## src/rtl/grant_burst_ctrl.sv

```systemverilog
// grant_burst_ctrl: takes a one-hot grant from the two-client arbiter, latches
// the granted client as burst owner, and streams that client's beats onto a
// shared valid/ready sink, counting beats down from the length sampled at grant.
//
// Ports:
//   clock, reset_n             rising-edge clock, asynchronous active-low reset
//   i_grant1, i_grant2         arbiter grants (client1 wins if both are high)
//   clientN_data, clientN_len  per-client current beat data and burst length
//   bus_ready                  sink accepts the presented beat
//   o_bus_valid/data/owner     sink side; data is forced to 0 when not valid
//   o_beat_reqN                beat accepted for client N this cycle
//   o_doneN                    one-cycle pulse when client N's burst completes
//   o_abort                    one-cycle pulse when a burst is dropped on stall
//   o_busy                     high while a burst is in progress or finishing
//
// Build option: define XFER_TIMEOUT_EN to abort a burst after TIMEOUT_CYCLES
// consecutive stalled cycles. Without it o_abort is tied low and the transfer
// waits on bus_ready indefinitely.
module grant_burst_ctrl #(
    parameter int unsigned DATA_W         = 8,
    parameter int unsigned LEN_W          = 4,
    parameter int unsigned TIMEOUT_CYCLES = 16
) (
    input  logic              clock,
    input  logic              reset_n,
    input  logic              i_grant1,
    input  logic              i_grant2,
    input  logic [DATA_W-1:0] client1_data,
    input  logic [LEN_W-1:0]  client1_len,
    input  logic [DATA_W-1:0] client2_data,
    input  logic [LEN_W-1:0]  client2_len,
    input  logic              bus_ready,
    output logic              o_bus_valid,
    output logic [DATA_W-1:0] o_bus_data,
    output logic [1:0]        o_bus_owner,
    output logic              o_beat_req1,
    output logic              o_beat_req2,
    output logic              o_done1,
    output logic              o_done2,
    output logic              o_abort,
    output logic              o_busy
);

    typedef enum logic [1:0] {
        S_IDLE = 2'd0,
        S_XFER = 2'd1,
        S_DONE = 2'd2
    } state_t;

    localparam logic [1:0] OWN_NONE = 2'b00;
    localparam logic [1:0] OWN_C1   = 2'b01;
    localparam logic [1:0] OWN_C2   = 2'b10;

    state_t           state_q, state_d;
    logic [1:0]       owner_q, owner_d;
    logic [LEN_W-1:0] beats_q, beats_d;
    logic             accept;

`ifdef XFER_TIMEOUT_EN
    localparam int unsigned STALL_W = $clog2(TIMEOUT_CYCLES + 1);

    logic [STALL_W-1:0] stall_q, stall_d;
    logic               aborted_q, aborted_d;
`endif

    // A beat only exists in XFER, where beats_q is always non-zero.
    assign accept = (state_q == S_XFER) && bus_ready;

    // State, owner and beat counter registers.
    always_ff @(posedge clock or negedge reset_n) begin
        if (!reset_n) begin
            state_q <= S_IDLE;
            owner_q <= OWN_NONE;
            beats_q <= '0;
        end else begin
            state_q <= state_d;
            owner_q <= owner_d;
            beats_q <= beats_d;
        end
    end

`ifdef XFER_TIMEOUT_EN
    // Stall counter and abort flag; the flag selects abort vs done in DONE.
    always_ff @(posedge clock or negedge reset_n) begin
        if (!reset_n) begin
            stall_q   <= '0;
            aborted_q <= 1'b0;
        end else begin
            stall_q   <= stall_d;
            aborted_q <= aborted_d;
        end
    end
`endif

    // Next-state, ownership latch and beat countdown.
    always_comb begin
        state_d = state_q;
        owner_d = owner_q;
        beats_d = beats_q;
`ifdef XFER_TIMEOUT_EN
        stall_d   = stall_q;
        aborted_d = aborted_q;
`endif
        unique case (state_q)
            S_IDLE: begin
`ifdef XFER_TIMEOUT_EN
                stall_d   = '0;
                aborted_d = 1'b0;
`endif
                if (i_grant1) begin
                    owner_d = OWN_C1;
                    beats_d = client1_len;
                    state_d = (client1_len == '0) ? S_DONE : S_XFER;
                end else if (i_grant2) begin
                    owner_d = OWN_C2;
                    beats_d = client2_len;
                    state_d = (client2_len == '0) ? S_DONE : S_XFER;
                end
            end
            S_XFER: begin
                if (accept) begin
                    beats_d = beats_q - LEN_W'(1);
`ifdef XFER_TIMEOUT_EN
                    stall_d = '0;
`endif
                    if (beats_q == LEN_W'(1)) begin
                        state_d = S_DONE;
                    end
                end
`ifdef XFER_TIMEOUT_EN
                // This stalled cycle is the TIMEOUT_CYCLES-th in a row.
                else if (stall_q == STALL_W'(TIMEOUT_CYCLES - 1)) begin
                    state_d   = S_DONE;
                    aborted_d = 1'b1;
                    beats_d   = '0;
                end else begin
                    stall_d = stall_q + STALL_W'(1);
                end
`endif
            end
            S_DONE: begin
                state_d = S_IDLE;
                owner_d = OWN_NONE;
            end
            default: begin
                state_d = S_IDLE;
                owner_d = OWN_NONE;
            end
        endcase
    end

    // Output decode from registered state; data and beat strobes follow inputs.
    always_comb begin
        o_bus_valid = 1'b0;
        o_bus_data  = '0;
        o_bus_owner = OWN_NONE;
        o_beat_req1 = 1'b0;
        o_beat_req2 = 1'b0;
        o_done1     = 1'b0;
        o_done2     = 1'b0;
        o_abort     = 1'b0;
        o_busy      = 1'b0;
        unique case (state_q)
            S_XFER: begin
                o_bus_valid = 1'b1;
                o_busy      = 1'b1;
                o_bus_owner = owner_q;
                o_bus_data  = (owner_q == OWN_C2) ? client2_data : client1_data;
                o_beat_req1 = accept && owner_q[0];
                o_beat_req2 = accept && owner_q[1];
            end
            S_DONE: begin
                o_busy = 1'b1;
`ifdef XFER_TIMEOUT_EN
                o_abort = aborted_q;
                o_done1 = owner_q[0] && !aborted_q;
                o_done2 = owner_q[1] && !aborted_q;
`else
                o_done1 = owner_q[0];
                o_done2 = owner_q[1];
`endif
            end
            default: begin
            end
        endcase
    end

endmodule

```

## config.mk

```make
export PLATFORM = sky130hd
export DESIGN_NAME = grant_burst_ctrl
export DESIGN_NICKNAME = d
export VERILOG_FILES = /design/src/rtl/grant_burst_ctrl.sv
export SDC_FILE = /design/constraint.sdc
export NUM_CORES = 1
export LEC_CHECK = 0
export CORE_MARGIN = 8
export CORE_UTILIZATION = 37
export CTS_CLUSTER_SIZE = 40
export DETAILED_ROUTE_END_ITERATION = 16
export GPL_TIMING_DRIVEN = 1
export PLACE_DENSITY_LB_ADDON = 0.1
export RECOVER_POWER = 25
export SETUP_SLACK_MARGIN = 0.5
export SYNTH_ARGS = -nofsm -noshare
export SYNTH_HDL_FRONTEND = slang
export SYNTH_SLANG_ARGS = --single-unit
```

## constraint.sdc

```tcl
create_clock -name clock -period 2.37 [get_ports clock]
set_clock_uncertainty 0.2 [all_clocks]
set_input_delay 0.474 -clock clock [delete_from_list [all_inputs] [get_ports clock]]
set_output_delay 0.474 -clock clock [all_outputs]
set_load 0.005 [all_outputs]
```

==> impl_metrics.py <==
metrics = {
    "outcome": {
        "outcome": "complete, no violations",
    },
    "die": {
        "die_x_um": 62.5,
        "ioPinCount": 46,
        "die-height_um": 62.5,
        "floorplan.die_area_um2": 3900,
        "core-area_um2": 2130,
        "initial_utilization_pct": 37.5,
        "cell_row_count": 17,
    },
    "detailed_routing": {
        "detail_route.wl_per_cell_um": 16.0,
        "drt_iter0_markers": 32,
        "drt-vias-per-instance": 5.11,
        "postRouteWirelength_um": 2830,
        "dr_total_vias": 905,
        "drc": 0,
        "drt.antenna.violating_nets": 0,
        "detailedRoute.firstPassIterationCount": 6,
    },
    "timing": {
        "setup_viol": 0,
        "period_minus_slack_ps": 1970,
        "fin_hold_ws_ps": 378,
        "timing.final.crit_share_pct": 83.2,
        "hold_viol_final": 0,
        "max_freq_mhz": 507,
        "setup_repair_after_global_routing_missed_its_margin": "true",
        "fin_ws_ps": 398,
        "fin_max_slew_vios": 0,
    },
    "cts": {
        "number_of_buffers_created_by_cts": 3,
        "hold_fix_buffer_count_after_cts": 0,
        "tritoncts": "done",
        "clock_sinks": 8,
        "cts-root-to-sink-buffers": 2,
        "clock_tree.root_cell": "clkbuf_4",
        "cts.reportedPaths.clkPinSlew_ps": 60,
        "clock_tree.htree_level_count": 1,
        "skew_pair_late_insertion_delay_ps": 260,
    },
    "grt": {
        "grt_util_all_layers_pct": 13.8,
        "grt_pass1_wl_um": 4530,
        "grt_start_max_net_pins": 12,
        "overflow": 0,
        "number_of_global_route_vias_before_repair": 929,
        "grt_antenna_before_repair": 0,
    },
    "synth": {
        "main_combinational_cell_family_by_area_after_synthesis": "simple AND/OR/NAND/NOR gates",
        "post_synth_mux_area_share_pct": 19.4,
        "yosys_warnings": 0,
        "synth_fa_ha_area_share_pct": 7.84,
        "synth.distinct_cells": 35,
        "synth-compound-area-share_pct": 10.7,
        "synth.ff_latch_count": 8,
        "synth.cell_area_um2": 798,
        "postSynthNetCount": 126,
        "syn_inst": 92,
        "synthXorXnorAreaFrac_pct": 0,
        "synth.avg_cell_area_um2": 8.68,
        "yosysSeqAreaShare_pct": 25.1,
        "post_synth_and_or_nand_nor_area_fraction_pct": 28.5,
    },
    "final_layout": {
        "most-common-layout-cells": "clkdlybuf4s50_1, buf_4, buf_2",
        "multi_input_area_um2": 614,
        "area.sequential_um2": 200,
        "layout.nets": 185,
        "post_layout_nonfiller_instances": 177,
        "fillerInstances": 172,
        "layout_commonest_cell": "clkdlybuf4s50_1",
        "antenna_cells": 0,
        "final_layout_size_suffix_gt1_share_pct": 37.6,
        "flow.area_growth_from_synthesis_pct": 80.6,
        "stdcell_area_um2": 1440,
    },
    "pwr": {
        "power.ir.vdd_worst_mv": 0.763,
        "power_density_nw_per_um2": 1020,
        "leakagePower_nw": 0.645,
        "power.combinational.fraction_pct": 75.0,
        "clockPowerShare_pct": 7.6,
        "seq_power_share_pct": 17.4,
        "intPower_mw": 0.872,
        "switching_portion_of_total_power_pct": 40.5,
        "netSwitchingPower_mw": 0.594,
    },
    "placed_design": {
        "place_area_um2": 1280,
        "final_weighted_congestion_in_routability_driven_placement": 0.836,
        "dp.final_hpwl_um": 2120,
        "portBuffers": 44,
        "pre_cts_slack_ps": -142,
        "dpl.cell_count": 164,
    },
    "flow_run": {
        "max-cap-violations": 0,
    },
    "critical_path": {
        "cp-start-kind": "flip-flop",
        "critical_path.endpoint_type": "output port",
        "timing.setup.critical_path_class": "reg2out",
        "r2r_slack_ps": 550,
        "critPathArrivalTime_ps": 1300,
        "required_time_worst_endpoint_ps": 1700,
        "critPathMaxFanout": 8,
    },
    "worst_hold_path": {
        "hold_path_class": "in2async",
    },
}
sequential cells by signal (all words and copies together), names as in the netlist:
name / cells
beats_q: 4
owner_q: 2
state_q: 2
synth_stat cells:
| cell | count | area (um^2) |
|---|---|---|
| o211ai_1 | 1 | 7.51 |
| nor3b_2 | 1 | 12.5 |
| o221ai_1 | 1 | 8.76 |
| clkbuf_1 | 2 | 7.51 |
| a22oi_1 | 1 | 7.51 |
| or4_1 | 2 | 15.0 |
| mux2i_1 | 11 | 110 |
| or4_4 | 1 | 11.3 |
| buf_6 | 1 | 11.3 |
| nor2b_1 | 1 | 6.26 |
| dfrtp_1 | 8 | 200 |
| a32o_1 | 1 | 10.0 |
| ha_1 | 5 | 62.6 |
| clkbuf_2 | 1 | 5.00 |
| buf_2 | 2 | 10.0 |
| a21oi_1 | 3 | 15.0 |
| nand2b_1 | 2 | 12.5 |
| or4bb_1 | 1 | 11.3 |
| o311a_1 | 1 | 10.0 |
| conb_1 | 1 | 3.75 |
| and3_1 | 2 | 12.5 |
| nand3_1 | 2 | 10.0 |
| mux2_2 | 4 | 45.0 |
| nand3b_1 | 1 | 7.51 |
| or3b_2 | 1 | 8.76 |
| inv_1 | 6 | 22.5 |
| nand2_1 | 2 | 7.51 |
| nand4_1 | 6 | 37.5 |
| o22ai_1 | 1 | 6.26 |
| or3_1 | 1 | 6.26 |
| nor2_1 | 9 | 33.8 |
| buf_4 | 1 | 7.51 |
| or4b_1 | 1 | 10.0 |
| and2_1 | 4 | 25.0 |
| o21ai_0 | 4 | 20.0 |
timing repair:
action                                  CTS  global route
buffers inserted                          4             6
resized for setup                        80            15
endpoints found under the setup margin   22            20
pin swaps                                 3             8
cell type report:
cell class	instances	share of cell area, %
clock buffers	3	1.56
inverters	6	1.56
multi-input cells	71	42.6
flip-flops and latches	8	13.9
well taps	28	2.43
repair buffers	61	37.9
kinds of logic (layout without fill, tap and decap cells):
| kind of cell | count (synthesis) | count (layout) |
|---|---|---|
| multiplexers | 15 | 15 |
| AND/OR/NAND/NOR | 37 | 37 |
| adder cells (fa/ha/maj) | 5 | 5 |
| other | 1 | 1 |
| flip-flops | 8 | 8 |
| AO/OA/AOI/OAI | 13 | 13 |
| buffers and inverters | 13 | 70 |
critical path: stages, from the launching register on:
cell and delay [ps]:
dfrtp_1 400, nor2b_4 140, buf_12 140, mux2i_1 180, nor2_1 60, buf_2 130
routing by layer:
layer / wire length [um] / part of all wire [%] / global-route usage, %
met1: 1120 / 40 / 14.8
met2: 1600 / 57 / 26.1
met3: 94 / 3.3 / 3.23
met4: 13 / 0.46 / 3.42
met5: 0 / 0 / 0
final timing paths:
check / cells after the start / end / startpoint
max: 5 / o_bus_data[1] / owner_q[0]
min: 1 / beats_q[3] / reset_n
max reg2reg: 7 / beats_q[3] / state_q[1]
min reg2reg: 2 / beats_q[1] / beats_q[1]
max in group asynchronous: 1 / owner_q[1] / reset_n
min in group clock: 2 / beats_q[1] / beats_q[1]
stage by stage:
stage          power (mW)  utilization, %  TNS (ps)
6_report             1.47            67.8         0
5_1_grt              1.58            67.8         0
4_1_cts              1.29            62.6         0
3_5_place_dp         1.11            60.4      -985
3_3_place_gp         1.09            60.4      -721
2_1_floorplan       0.751               -         0
power by group through the flow:
stage	combinational, mW	sequential (mW)	clock, mW
after floorplan	0.511	0.240	0
after CTS	0.923	0.253	0.110
after global placement	0.843	0.244	0
final	1.10	0.255	0.111
after global routing	1.20	0.264	0.119
after detailed placement	0.866	0.244	0
Note: power is estimated with default switching activity, not from simulation.
